==> config.mk <==
export PLATFORM = sky130hd
export DESIGN_NAME = alu32_core
export DESIGN_NICKNAME = d
export VERILOG_FILES = /design/src/rtl/alu32_core.sv
export SDC_FILE = /design/constraint.sdc
export NUM_CORES = 1
export LEC_CHECK = 0
export CAP_MARGIN = 20
export CORE_ASPECT_RATIO = 1.75
export CORE_MARGIN = 5
export CORE_UTILIZATION = 40
export DETAILED_ROUTE_END_ITERATION = 6
export GPL_TIMING_DRIVEN = 0
export SLEW_MARGIN = 20
export SYNTH_ARGS = -nofsm -noshare
export SYNTH_HDL_FRONTEND = slang
export SYNTH_SLANG_ARGS = --single-unit
export TNS_END_PERCENT = 5
==> constraint.sdc <==
create_clock -name clk -period 0.9 [get_ports clk]
set_input_delay 0.18 -clock clk [delete_from_list [all_inputs] [get_ports clk]]
set_output_delay 0.18 -clock clk [all_outputs]
set_load 0.02 [all_outputs]
==> src/rtl/alu32_core.sv <==
// alu32_core: registered 32-bit ALU for the single-cycle MIPS32 datapath.
// Eight operations chosen by select[2:0]. When select[3] is set, the result is
// forced to zero. Both adder and subtractor carry-outs are registered on every
// cycle, whatever the select code.
// Build option: define ALU32_SRA_EN to make code 110 an arithmetic right shift.
// Without it, code 110 is a logical right shift.
module alu32_core (
    input  logic        clk,
    input  logic        rst_n,
    input  logic [31:0] input1,
    input  logic [31:0] input2,
    input  logic [3:0]  select,
    input  logic        carry_in,
    output logic [31:0] result,
    output logic        carry_out_forAdd,
    output logic        carry_out_forSub,
    output logic        zero
);

    // Operation codes for select[2:0].
    localparam logic [2:0] OP_AND = 3'b000;
    localparam logic [2:0] OP_OR  = 3'b001;
    localparam logic [2:0] OP_ADD = 3'b010;
    localparam logic [2:0] OP_XOR = 3'b011;
    localparam logic [2:0] OP_NOR = 3'b100;
    localparam logic [2:0] OP_SLL = 3'b101;
    localparam logic [2:0] OP_SRX = 3'b110;
    localparam logic [2:0] OP_SUB = 3'b111;

    logic [31:0] and_vec;
    logic [31:0] or_vec;
    logic [31:0] xor_vec;
    logic [31:0] nor_vec;
    logic [32:0] add_sum;
    logic [32:0] sub_sum;
    logic [4:0]  shamt;
    logic [31:0] sll_val;
    logic [31:0] srx_val;

    logic [31:0] result_next;
    logic        zero_next;
    logic [31:0] result_reg;
    logic        carry_add_reg;
    logic        carry_sub_reg;
    logic        zero_reg;

    // Bitwise logic slices.
    genvar gi;
    generate
        for (gi = 0; gi < 32; gi++) begin : g_bit
            assign and_vec[gi] = input1[gi] & input2[gi];
            assign or_vec[gi]  = input1[gi] | input2[gi];
            assign xor_vec[gi] = input1[gi] ^ input2[gi];
            assign nor_vec[gi] = ~(input1[gi] | input2[gi]);
        end
    endgenerate

    // Keep the adder and subtractor separate so each has its own carry-out.
    // carry_in feeds only the adder. An unknown carry_in therefore cannot
    // reach SUB or its carry.
    assign add_sum = {1'b0, input1} + {1'b0, input2} + {32'd0, carry_in};
    assign sub_sum = {1'b0, input1} + {1'b0, ~input2} + 33'd1;

    // Only the low five bits of input2 count as a shift amount.
    assign shamt   = input2[4:0];
    assign sll_val = input1 << shamt;
`ifdef ALU32_SRA_EN
    assign srx_val = $unsigned($signed(input1) >>> shamt);
`else
    assign srx_val = input1 >> shamt;
`endif

    // Select the operation result. Reserved codes (select[3]) give zero.
    always_comb begin
        result_next = 32'd0;
        if (!select[3]) begin
            case (select[2:0])
                OP_AND: result_next = and_vec;
                OP_OR:  result_next = or_vec;
                OP_ADD: result_next = add_sum[31:0];
                OP_XOR: result_next = xor_vec;
                OP_NOR: result_next = nor_vec;
                OP_SLL: result_next = sll_val;
                OP_SRX: result_next = srx_val;
                OP_SUB: result_next = sub_sum[31:0];
            endcase
        end
        zero_next = (result_next == 32'd0);
    end

    // Output registers. Asynchronous reset clears them and drops the
    // operation currently in flight.
    always_ff @(posedge clk or negedge rst_n) begin
        if (!rst_n) begin
            result_reg    <= 32'd0;
            carry_add_reg <= 1'b0;
            carry_sub_reg <= 1'b0;
            zero_reg      <= 1'b0;
        end else begin
            result_reg    <= result_next;
            carry_add_reg <= add_sum[32];
            carry_sub_reg <= sub_sum[32];
            zero_reg      <= zero_next;
        end
    end

    assign result           = result_reg;
    assign carry_out_forAdd = carry_add_reg;
    assign carry_out_forSub = carry_sub_reg;
    assign zero             = zero_reg;

endmodule

=== After elaboration in Yosys (flattened, before gate mapping) ===
Index checks and enable logic that the tools add are counted.

* Register bits after elaboration: 35
* Bits in latches: 0
* RAM bits: 0
* ROM bits: 0
* Input bits: 71
* Output and inout port bits: 35
* Word-level logic and storage cells: 150
* Memories kept: 0

* $add $sub $neg: 4
* Multiply operators: 0
* Div/mod/pow operators: 0
* Magnitude comparators: 0
* Eq/ne operators: 7
* Shift-type cells: 2
* Muxes and demuxes: 2
* Bitwise logic cells: 129
* Reduce and logical (&&, ||, !) cells: 2

{| class="wikitable"
|+ Operators with widths
! cell !! number
|-
| 32-bit one-hot mux with 8 select lines || 1
|-
| 32-bit by 32-bit adder with 33-bit output || 2
|-
| 33-bit by 1-bit adder with 33-bit output || 1
|-
| 33-bit by 1-bit adder with 33-bit output, second input constant || 1
|-
| 1-bit AND || 32
|-
| 32-bit zero test || 1
|-
| 32-bit 2-to-1 mux || 1
|-
| 1-bit NOT || 32
|-
| 32-bit NOT || 1
|-
| 1-bit OR || 32
|-
| 32-bit by 5-bit left shift with 32-bit output || 1
|-
| 32-bit by 5-bit >> shifter with 32-bit output || 1
|-
| 1-bit XOR || 32
|-
| 3-bit == test, second input constant || 4
|-
| 3-bit by 2-bit == test with 1-bit output, second input constant || 2
|-
| 3-bit by 1-bit == test with 1-bit output, second input constant || 1
|-
| 3-bit zero test || 1
|}

=== Logic depth before layout (Yosys ltp) ===
Gate-level depths: netlist of the first run.

* Word-level depth: 6
* Mapped depth: 19
* Depth with buffers taken out: 14

=== Worst setup path after synthesis of the first run ===
Ideal clock, no wire load.

* Path kind: input-to-reg
* Start point: input port input2[2]
* End point: register zero_reg (netlist: zero)
* Setup time: 95 ps
* Arrival: 4923 ps
* Setup slack: -4118 ps
* Stages on the path: 19
* Buffers on the path: 6
* Cells stage by stage: clkbuf_1 -> clkinv_1 -> clkbuf_1 -> buf_2 -> buf_2 -> buf_1 -> ha_1 -> clkbuf_1 -> o21bai_1 -> o2111ai_1 -> a211oi_1 -> nor4_1 -> xnor2_1 -> nor2_1 -> o31a_1 -> or4_1 -> or4_1 -> or4_1 -> nor4b_2

* Longest elaborated chain between the ends: 6
* Elaborated cells on any way between the ends: 14
* Those cells by class: 4 x add/sub; 2 x shift; 2 x mux; 5 x bitwise; 1 x reduce/logical

{| class="wikitable"
|+ RTL lines
! element !! line !! source
|-
| start, declared || 11 || <nowiki>input logic [31:0] input2,</nowiki>
|-
| 32-bit NOT || 62 || <nowiki>assign sub_sum = {1'b0, input1} + {1'b0, ~input2} + 33'd1;</nowiki>
|-
| 32-bit by 32-bit adder with 33-bit output || 62 ||
|-
| 33-bit by 1-bit adder with 33-bit output || 62 ||
|-
| 32-bit one-hot mux with 8 select lines * || 77 || <nowiki>case (select[2:0])</nowiki>
|-
| 32-bit 2-to-1 mux * || 76 || <nowiki>if (!select[3]) begin</nowiki>
|-
| named net result_next[14] || 40 || <nowiki>logic [31:0] result_next;</nowiki>
|-
| 32-bit zero test * || 88 || <nowiki>zero_next = (result_next == 32'd0);</nowiki>
|-
| named net zero_next || 41 || <nowiki>logic zero_next;</nowiki>
|-
| end signal, assigned || 103 || <nowiki>zero_reg <= zero_next;</nowiki>
|-
| end, declared || 45 || <nowiki>logic zero_reg;</nowiki>
|}

Mark *: on every way through the listed nets, which the timed path passes. The rest lies on a longest branch.

=== Final worst setup path of the first run ===
* Start point: input port input1[16]
* End point: register zero_reg (netlist: zero)

* Longest elaborated chain between the ends: 5
* Elaborated cells on any way between the ends: 13
* Those cells by class: 4 x add/sub; 2 x shift; 2 x mux; 4 x bitwise; 1 x reduce/logical

{| class="wikitable"
|+ RTL lines
! element !! line !! source
|-
| start, declared || 10 || <nowiki>input logic [31:0] input1,</nowiki>
|-
| 32-bit by 32-bit adder with 33-bit output, on equally long branches || 62, 61 ||
|-
| 33-bit by 1-bit adder with 33-bit output, on equally long branches || 62, 61 ||
|-
| 32-bit one-hot mux with 8 select lines * || 77 ||
|-
| 32-bit 2-to-1 mux * || 76 ||
|-
| named net result_next[23] || 40 ||
|-
| 32-bit zero test * || 88 ||
|-
| named net zero_next || 41 ||
|}

Marks and branches as above.

==> flow_summary.yaml, run 1 <==
place:
  post_dp_cell_area_sq_um: 12750
  numPlacedInstances: 1966
  finalWeightedCongestion: 1.051
  port_buffers: 105
  dp.final_hpwl_um: 52410
final_layout:
  finish.instance_area_sq_um: 14630
  flow.area_growth_from_synthesis_pct: 32.18
  multi_input_comb_area_sq_um: 10320
  final_net_count: 1845
  final_layout_size_suffix_gt1_frac: 0.2815
  largest_register_ff_count: 32
  fillCellCount: 2714
  regArea_sq_um: 875.8
  post_layout_nonfiller_instances: 2033
sta:
  worstMarginPinSlew_ns: 0.9442
  report.final.slew_viol_count: 0
  timing.slew.headroom: 0.3671
  finalSetupTns_ns: -74.14
  grt_setup_unrepaired: "true"
  finalWorstPathRequiredPeriod_ns: 4.500
  postLayoutSetupSlackWorst_ns: -3.600
  clock.fmax_mhz: 222.2
  final_min_period_over_clock_period: 5.000
  fin_hold_ws_ns: 0.2888
  timing.final.setup_violations: 70
  timing.final.hold_violations: 0
global_route:
  groute.usage.overall: 0.4172
  grt_max_degree: 21
  initial_antenna_violation_count: 1
  global_route.overflow_total: 0
  grt_first_pass_wirelength_um: 94630
  via_count_of_the_first_global_routing_pass: 13740
die:
  initial_utilization: 0.4049
  fp.dieH_um: 230.0
  overall_die_area_sq_um: 31220
  core_area_sq_um: 27330
  die_width_um: 135.7
  top_level_ports: 106
  floorplan.rows: 80
synthesis:
  synth.lib_cells_used.distinct: 82
  synth.cell_area_sq_um: 11070
  ys_async_sr_fraction: 1.000
  netlist_instances: 1491
  synth-seq-area-share: 0.07915
  avgSynthCellArea_sq_um: 7.422
  synth_fp_nets: 1678
  synth_register_bits: 35
  synth_edf_count: 0
  synth_top_flop_cell: "dfrtp_1"
  ys_warnings: 0
critical_path:
  worst_path_required_ns: 1.12
  start_kind: "input port"
  crit_path_end_kind: "flop"
  critPathKind: "input port to flop"
  worstPathMaxFanout: 10
  arrival_time_reported_for_the_critical_path_endpoint_ns: 4.72
clocking:
  tritoncts: "done"
  clkSlewWorstSetupHoldPaths_ns: 0.07
  cts-buffers-inserted: 5
  buffer_depth_of_the_longest_clock_path: 2
  cts-root-buf: "clkbuf_16"
  cts.htree.levels: 2
  cts_sinks: 35
route:
  wire_per_inst_um: 32.95
  wirelength_routed_um: 67000
  drcViolationCount: 0
  length_of_the_first_detailed_routing_pass_in_iterations: 5
  vias_per_cell: 6.923
  detail_route.iter0.violations: 1296
  route.antenna.remaining_nets: 0
  vias_after_detailed_routing: 14080
power:
  internal_power_w: 0.006799
  vdd_drop_max_uv: 788.4
  p_sw_w: 0.007088
  switching_share: 0.5104
  p_clk_frac: 0.168
  power.leakage_nw: 6.060
  combPwrFrac: 0.705
  p_seq_frac: 0.127
  power.density_nw_per_um2: 949.4
run:
  max_cap_violations: 0
outcome:
  result_of_the_run: "complete, but fails checks"
  violations: "setup timing"
hold_path:
  hold_class: "input port to asynchronous set/reset pin"
-- routing by layer --
layer	track usage	up-vias	part of all wire
li1	-	5929	-
met1	0.4317	6783	0.32
met2	0.6942	995	0.48
met3	0.07240	368	0.079
met4	0.4010	0	0.12
met5	0	-	0
-- synth_stat cells (11+ instances only) --
cell,count,share of area
a311oi_1,11,0.0087
o21bai_1,14,0.0095
o22ai_1,12,0.0068
mux4_2,52,0.11
a211oi_1,25,0.017
nand2_1,124,0.042
inv_1,101,0.034
mux2_2,24,0.024
buf_2,21,0.0095
a21o_1,12,0.0081
mux2i_1,43,0.039
dfrtp_1,35,0.079
nor2_1,199,0.068
clkbuf_1,77,0.026
ha_1,113,0.13
a221oi_1,18,0.014
o31ai_1,15,0.010
nor4_1,22,0.012
nand4_1,17,0.0096
nor3_1,35,0.016
a221o_1,13,0.012
nand3_1,33,0.015
a21oi_1,118,0.053
nand2b_1,20,0.011
buf_1,16,0.0054
o21ai_0,75,0.034
o211ai_1,20,0.014
-- power groups by stage --
| stage | clock network, W | registers [W] | logic (W) |
|---|---|---|---|
| floorplan | 0 | 0.00202 | 0.00460 |
| CTS | 0.00234 | 0.00177 | 0.00905 |
| global route | 0.00240 | 0.00178 | 0.0101 |
| finish | 0.00234 | 0.00177 | 0.00978 |
| global placement | 0 | 0.00180 | 0.00811 |
| detailed placement | 0 | 0.00180 | 0.00811 |
-- final cells by class --
type,count,area share
antenna,5,0.0008554
buffer,113,0.06441
clock buffer,6,0.009495
clock inverter,2,0.002395
inverter,105,0.02951
multi-input combinational,1227,0.7053
sequential,35,0.05988
tap,369,0.03157
timing repair buffer,171,0.09658
-- cells in the final DEF (no fill, tap or decap), drive strengths merged, types with 11 or more instances in the layout --
master,n
mux2,24
a21o,12
mux4,61
a211oi,25
a21oi,119
o31ai,15
a311oi,11
mux2i,43
dfrtp,35
a221oi,18
nand2b,20
buf,161
nand3,33
nand2,124
o21ai,77
nor2,199
clkdlybuf4s15,11
ha,113
o211ai,20
o22ai,12
nand4,17
clkdlybuf4s50,30
a2111oi,11
dlygate4sd2,12
a221o,13
inv,100
nor3,35
o21bai,14
nor4,22
clkbuf,73
-- logic make-up (layout without fill, tap and decap cells) --
family / after synthesis / count (layout) / synth area share
AO/OA/AOI/OAI: 460 / 460 / 0.2864
multiplexers: 128 / 128 / 0.1905
buffers and inverters: 229 / 397 / 0.08695
XOR/XNOR: 10 / 10 / 0.007915
other: 0 / 5 / 0
flip-flops: 35 / 35 / 0.07915
adder cells (fa/ha/maj): 116 / 116 / 0.1332
AND/OR/NAND/NOR: 513 / 513 / 0.2159
-- per-stage QoR --
stage          power [W]    util  setup slack, ns
2_1_floorplan   0.006624       -           -3.391
4_1_cts          0.01316  0.5193           -3.474
3_5_place_dp    0.009917  0.4665           -5.954
6_report         0.01389  0.5353           -3.600
3_3_place_gp    0.009913  0.4658           -6.064
5_1_grt          0.01432  0.5348           -3.648
-- worst max-delay path, stage by stage --
cell and delay [ns]:
clkdlybuf4s15_2 0.40, buf_4 0.28, inv_1 0.08, ha_2 0.46
clkbuf_4 0.28, a211oi_1 0.09, nor2_1 0.18, nor2_1 0.10
a2111oi_0 0.48, a21oi_1 0.10, nor3_2 0.35, a311oi_1 0.15
o21a_2 0.21, or4_4 0.62, or4_4 0.52, nor4b_2 0.23
-- timing repair --
action	in CTS	in global routing
setup buffers	48	18
endpoints found under the hold margin	15	0
pin swaps	39	43
setup endpoints to repair	70	90
cloned	0	0
resized for setup	555	92
hold buffers	1	0
-- worst max path at each step --
stage	from	to	slack, ns
CTS	input2[2]	zero	-3.47
global route	input2[2]	zero	-3.65
floorplan	input2[2]	zero	-3.39
detailed placement	input2[0]	zero	-5.95
finish	input1[16]	zero	-3.60
global placement	input2[0]	zero	-6.06
No activity file was read; power rests on OpenSTA's default activity.
==> run 2, diff against run 1 <==
Settings changed: CTS_CLUSTER_DIAMETER from default to 60, SETUP_SLACK_MARGIN from default to 0.5.
==> run 2 against run 1 <==
Against the previous run:
- critical path depth is 7 lower
- cell count is 0.84% lower
- the run ends with hold timing, setup timing left
- first-iteration DRC count is 13% higher
- final area is 1.5% lower
- non-clock buffer count is 13 lower
- worst setup slack worse by 0.018 ns
==> flow_summary.yaml, run 2 (synthesis results as in run 1) <==
outcome:
  result_of_the_run: "complete, but fails checks"
  violations: "hold timing, setup timing"
global_route:
  global_route.overflow_total: 0
  initial_antenna_violation_count: 2
  grt_max_degree: 21
  via_count_of_the_first_global_routing_pass: 13900
  grt_first_pass_wirelength_um: 95490
  groute.usage.overall: 0.4199
run:
  max_cap_violations: 0
route:
  vias_per_cell: 6.922
  length_of_the_first_detailed_routing_pass_in_iterations: 7
  wire_per_inst_um: 33.14
  vias_after_detailed_routing: 13960
  detail_route.iter0.violations: 1464
  drcViolationCount: 0
  route.antenna.remaining_nets: 0
  wirelength_routed_um: 66810
die:
  overall_die_area_sq_um: 31220
  fp.dieH_um: 230.0
  floorplan.rows: 80
  die_width_um: 135.7
  core_area_sq_um: 27330
  top_level_ports: 106
  initial_utilization: 0.4049
critical_path:
  slowest_delay_ns: 0.69
  worst_path_required_ns: 1.12
  start_kind: "input port"
  critPathKind: "input port to flop"
  crit_path_end_kind: "flop"
  arrival_time_reported_for_the_critical_path_endpoint_ns: 4.74
  worstPathMaxFanout: 10
  timing.critical_path.cells: "clkdlybuf4s50_1, clkbuf_1, buf_1, clkbuf_1, clkbuf_1, nor3_1, or4_1, or4_4, nor4b_2"
  most_numerous_cell_on_the_critical_path: "clkbuf_1"
  worst_path_max_delay_cell: "clkbuf_1"
place:
  dp.final_hpwl_um: 52290
  port_buffers: 105
  post_dp_cell_area_sq_um: 12770
  preCtsSetupSlack_ns: -6.100
  finalWeightedCongestion: 1.058
clocking:
  tritoncts: "done"
  buffer_depth_of_the_longest_clock_path: 2
  clkSlewWorstSetupHoldPaths_ns: 0.07
  cts-buffers-inserted: 5
  cts_sinks: 35
  cts.htree.levels: 2
  cts-root-buf: "clkbuf_16"
sta:
  finalWorstPathRequiredPeriod_ns: 4.518
  fin_hold_ws_ns: -0.2150
  timing.final.setup_violations: 70
  grt_setup_unrepaired: "true"
  final_min_period_over_clock_period: 5.020
  timing.final.hold_violations: 15
  clock.fmax_mhz: 221.3
  worstMarginPinSlew_ns: 0.8587
  report.final.slew_viol_count: 0
  timing.slew.headroom: 0.4244
  postLayoutSetupSlackWorst_ns: -3.618
final_layout:
  leading_cell_type_in_the_layout_fill_and_taps_excluded: "nor2_1"
  fillCellCount: 2705
  final_net_count: 1832
  mostFrequentLayoutCells: "190 x nor2_1, 122 x nand2_1, 108 x ha_1, 104 x a21oi_1, 97 x inv_1"
  flow.area_growth_from_synthesis_pct: 30.16
  final_layout_size_suffix_gt1_frac: 0.2685
  largest_register_ff_count: 32
  finish.instance_area_sq_um: 14400
power:
  vdd_drop_max_uv: 630.8
  power.density_nw_per_um2: 925.6
  power.leakage_nw: 5.976
hold_path:
  hold_class: "input port to asynchronous set/reset pin"
==> run 2: changes by cell type in the layout (fill, tap and decap cells not counted), moves of 4 or more <==
cell | before | now
buf_4 | 71 | 50
ha_1 | 99 | 108
clkbuf_4 | 13 | 20
ha_2 | 9 | 2
clkbuf_2 | 22 | 28
buf_2 | 53 | 48
clkbuf_1 | 16 | 20
clkbuf_8 | 15 | 11
diode_2 | 5 | 1
==> run 2: layout make-up <==
type / count / area (sq um) / area share
Antenna cell: 1 / 2.502 / 0.0001737
Buffer: 124 / 1016 / 0.07054
Clock buffer: 7 / 132.6 / 0.009209
Clock inverter: 1 / 5.005 / 0.0003475
Inverter: 105 / 434.2 / 0.03014
Multi-Input combinational cell: 1227 / 10240 / 0.7108
Sequential cell: 35 / 875.8 / 0.06081
Tap cell: 369 / 461.7 / 0.03206
Timing Repair Buffer: 147 / 1237 / 0.08592
==> run 2: worst max-delay path, delay by kind of cell <==
family	cells	cell delay (ns)
and+or+nand+nor	4	1.65
buffers and inverters	5	2.88
==> run 2: worst paths after layout <==
kind | to | depth (start not counted) | start
min in group clk | result[3] | 4 | input2[3]
max in group asynchronous | result[0] | 2 | rst_n
setup / recovery | zero | 9 | select[3]
hold / removal | result[20] | 1 | rst_n
==> run 2: repair_timing <==
item                                    CTS  global route
endpoints found under the setup margin   70            70
pin swaps                                35            18
buffers inserted                         35             5
gates resized for setup                 551            84
gates cloned                              1             0
endpoints found under the hold margin    15            15
==> run 2: per-layer routing <==
| layer | global-route usage | part of all wire | wire (um) | up-vias |
|---|---|---|---|---|
| met5 | 0 | 0 | 0 | - |
| met1 | 0.4348 | 0.33 | 21760 | 6713 |
| met3 | 0.07415 | 0.076 | 5053 | 368 |
| met4 | 0.3714 | 0.12 | 7814 | 0 |
| li1 | - | - | - | 5906 |
| met2 | 0.7132 | 0.48 | 32180 | 968 |
==> run 2: power breakdown <==
part	total [W]	switching [W]	internal, W
sequential	0.00178	0.0000446	0.00173
clock	0.00192	0.000891	0.00103
combinational	0.00963	0.00607	0.00356
==> run 2: per-stage QoR <==
stage	TNS [ns]	power (W)	util	std cells
after floorplan	-65.99	0.006641	-	1491
after global placement	-192.18	0.009927	0.4665	1965
after detailed placement	-137.73	0.009935	0.4673	1966
after CTS	-74.00	0.01277	0.5169	2010
after global routing	-78.22	0.01382	0.5270	2015
final	-75.95	0.01333	0.5271	2016
==> run 3, diff against run 2 <==
Settings changed: PLACE_DENSITY_LB_ADDON from default to 0.3.
==> run 3 against run 2 <==
Against the previous run:
- the flow still finishes with violations (hold timing, setup timing)
- worst setup slack gained 0.0084 ns
- hold slack gained 0.0084 ns
- final area shrank 0.98%
- cell count shrank 0.30%
- routed wire length shrank 0.61%
- sequential power is essentially flat
- highest routed layer unchanged
==> flow_summary.yaml, run 3 (synthesis results as in run 1) <==
final_layout:
  leading_cell_type_in_the_layout_fill_and_taps_excluded: "nor2_1"
  antenna_cells: 0
  largest_register_ff_count: 32
  regArea_sq_um: 875.8
  flow.area_growth_from_synthesis_pct: 28.88
  mostFrequentLayoutCells: "190 x nor2_1, 123 x nand2_1, 108 x ha_1, 101 x a21oi_1, 99 x inv_1"
  finish.instance_area_sq_um: 14260
  multi_input_comb_area_sq_um: 10160
  final_layout_size_suffix_gt1_frac: 0.2620
  finish.utilization: 0.5219
  fillCellCount: 2684
  final_net_count: 1827
sta:
  grt_setup_unrepaired: "true"
  postLayoutSetupSlackWorst_ns: -3.610
  timing.final.hold_violations: 16
  fin_hold_ws_ns: -0.2065
  clock.fmax_mhz: 221.7
  worstMarginPinSlew_ns: 0.9629
  finalWorstPathRequiredPeriod_ns: 4.510
  final_min_period_over_clock_period: 5.011
  timing.final.setup_violations: 70
  finalSetupTns_ns: -76.16
  timing.slew.headroom: 0.3546
  report.final.slew_viol_count: 0
run:
  max_cap_violations: 0
power:
  power.density_nw_per_um2: 949.2
  power.leakage_nw: 5.916
  switching_share: 0.5144
  internal_power_w: 0.006574
  p_sw_w: 0.006963
  p_clk_frac: 0.174
  p_seq_frac: 0.131
  combPwrFrac: 0.695
  vdd_drop_max_uv: 733.1
critical_path:
  worstPathMaxFanout: 10
  crit_path_end_kind: "flop"
  timing.critical_path.cells: "buf_6, buf_6, buf_12, buf_12, buf_12, buf_4, buf_2, buf_2, buf_2, nand2_1, o221ai_1, nor2_1, nor3b_4, a311oi_2, or4_4, or4_4, or4_4, nor4b_2"
  arrival_time_reported_for_the_critical_path_endpoint_ns: 4.73
  slowest_delay_ns: 0.56
  timing.critical_path.max_delay_family: "simple AND/OR/NAND/NOR gates"
  start_kind: "input port"
  worst_path_required_ns: 1.12
  critPathKind: "input port to flop"
  critical_path_cell_count: 18
  critical_path_buffer_and_inverter_count: 9
  worst_path_max_delay_cell: "or4_4"
hold_path:
  hold_class: "input port to asynchronous set/reset pin"
die:
  initial_utilization: 0.4049
  overall_die_area_sq_um: 31220
  fp.dieH_um: 230.0
  floorplan.rows: 80
  top_level_ports: 106
  core_area_sq_um: 27330
  die_width_um: 135.7
outcome:
  violations: "hold timing, setup timing"
  result_of_the_run: "complete, but fails checks"
route:
  drcViolationCount: 0
  vias_after_detailed_routing: 13850
  vias_per_cell: 6.892
  wire_per_inst_um: 33.04
  route.antenna.remaining_nets: 0
  length_of_the_first_detailed_routing_pass_in_iterations: 7
  wirelength_routed_um: 66410
  detail_route.iter0.violations: 1348
global_route:
  grt_use_met2: 0.6908
  initial_antenna_violation_count: 1
  grt_first_pass_wirelength_um: 94500
  global_route.overflow_total: 0
  grt.met3_usage: 0.07437
  grt_util_met1: 0.4255
  grt_max_degree: 20
  groute.usage.overall: 0.4148
  via_count_of_the_first_global_routing_pass: 13860
  global_route.peak_usage_layer: "met2"
clocking:
  buffer_depth_of_the_longest_clock_path: 2
  tritoncts: "done"
  cts_sinks: 35
  clkSlewWorstSetupHoldPaths_ns: 0.07
  cts-root-buf: "clkbuf_16"
  cts-buffers-inserted: 5
  cts.htree.levels: 2
place:
  finalWeightedCongestion: 1.069
  post_dp_cell_area_sq_um: 12770
  port_buffers: 105
  preCtsSetupSlack_ns: -6.077
  dp.final_hpwl_um: 52310
[run 3: cell types whose count changed in the layout (fill, tap and decap cells not counted), moves of 5 or more]
| cell | before | now |
|---|---|---|
| a21oi_2 | 9 | 15 |
| o21ai_0 | 60 | 66 |
| clkbuf_4 | 20 | 12 |
| buf_2 | 48 | 53 |
[run 3: final cells by class]
type | count | share of cell area
Buffer | 124 | 0.06843
Clock buffer | 6 | 0.009739
Clock inverter | 2 | 0.002457
Inverter | 105 | 0.03001
Multi-Input combinational cell | 1227 | 0.7121
Sequential cell | 35 | 0.06141
Tap cell | 369 | 0.03237
Timing Repair Buffer | 142 | 0.08344
[run 3: worst max-delay path by stage]
stage                     startpoint  endpoint  slack [ns]
after floorplan            input2[2]      zero       -3.39
after global placement     input2[0]      zero       -6.08
after detailed placement   input2[0]      zero       -6.08
after CTS                  input2[5]      zero       -3.56
after global routing       input2[2]      zero       -3.64
final                      input2[3]      zero       -3.61
[run 3: power by group through the flow]
stage | Sequential [W] | Clock (W) | Combinational (W)
finish | 0.00178 | 0.00236 | 0.00941
global route | 0.00179 | 0.00239 | 0.00977
CTS | 0.00177 | 0.00237 | 0.00890
detailed placement | 0.00181 | 0 | 0.00811
global placement | 0.00180 | 0 | 0.00809
floorplan | 0.00202 | 0 | 0.00462
[run 3: repair_timing]
| item | CTS | global route |
|---|---|---|
| endpoints found under the hold margin | 16 | 16 |
| gates resized for setup | 525 | 64 |
| buffers inserted | 31 | 4 |
| setup endpoints to repair | 70 | 70 |
| cloned | 1 | 0 |
| pin swaps | 32 | 15 |
[run 3: through the flow]
step	power [W]	hold WS, ns	cells
4_1_cts	0.01304	-0.1932	2006
5_1_grt	0.01396	-0.1605	2010
6_report	0.01354	-0.2065	2010
2_1_floorplan	0.006641	-0.1156	1491
3_3_place_gp	0.009891	0.8982	1965
3_5_place_dp	0.009920	0.1421	1966
[run 3: routing by layer]
layer / vias up / part of all wire
met5: - / 0
met4: 0 / 0.12
met3: 350 / 0.077
met2: 961 / 0.47
met1: 6641 / 0.32
li1: 5900 / -
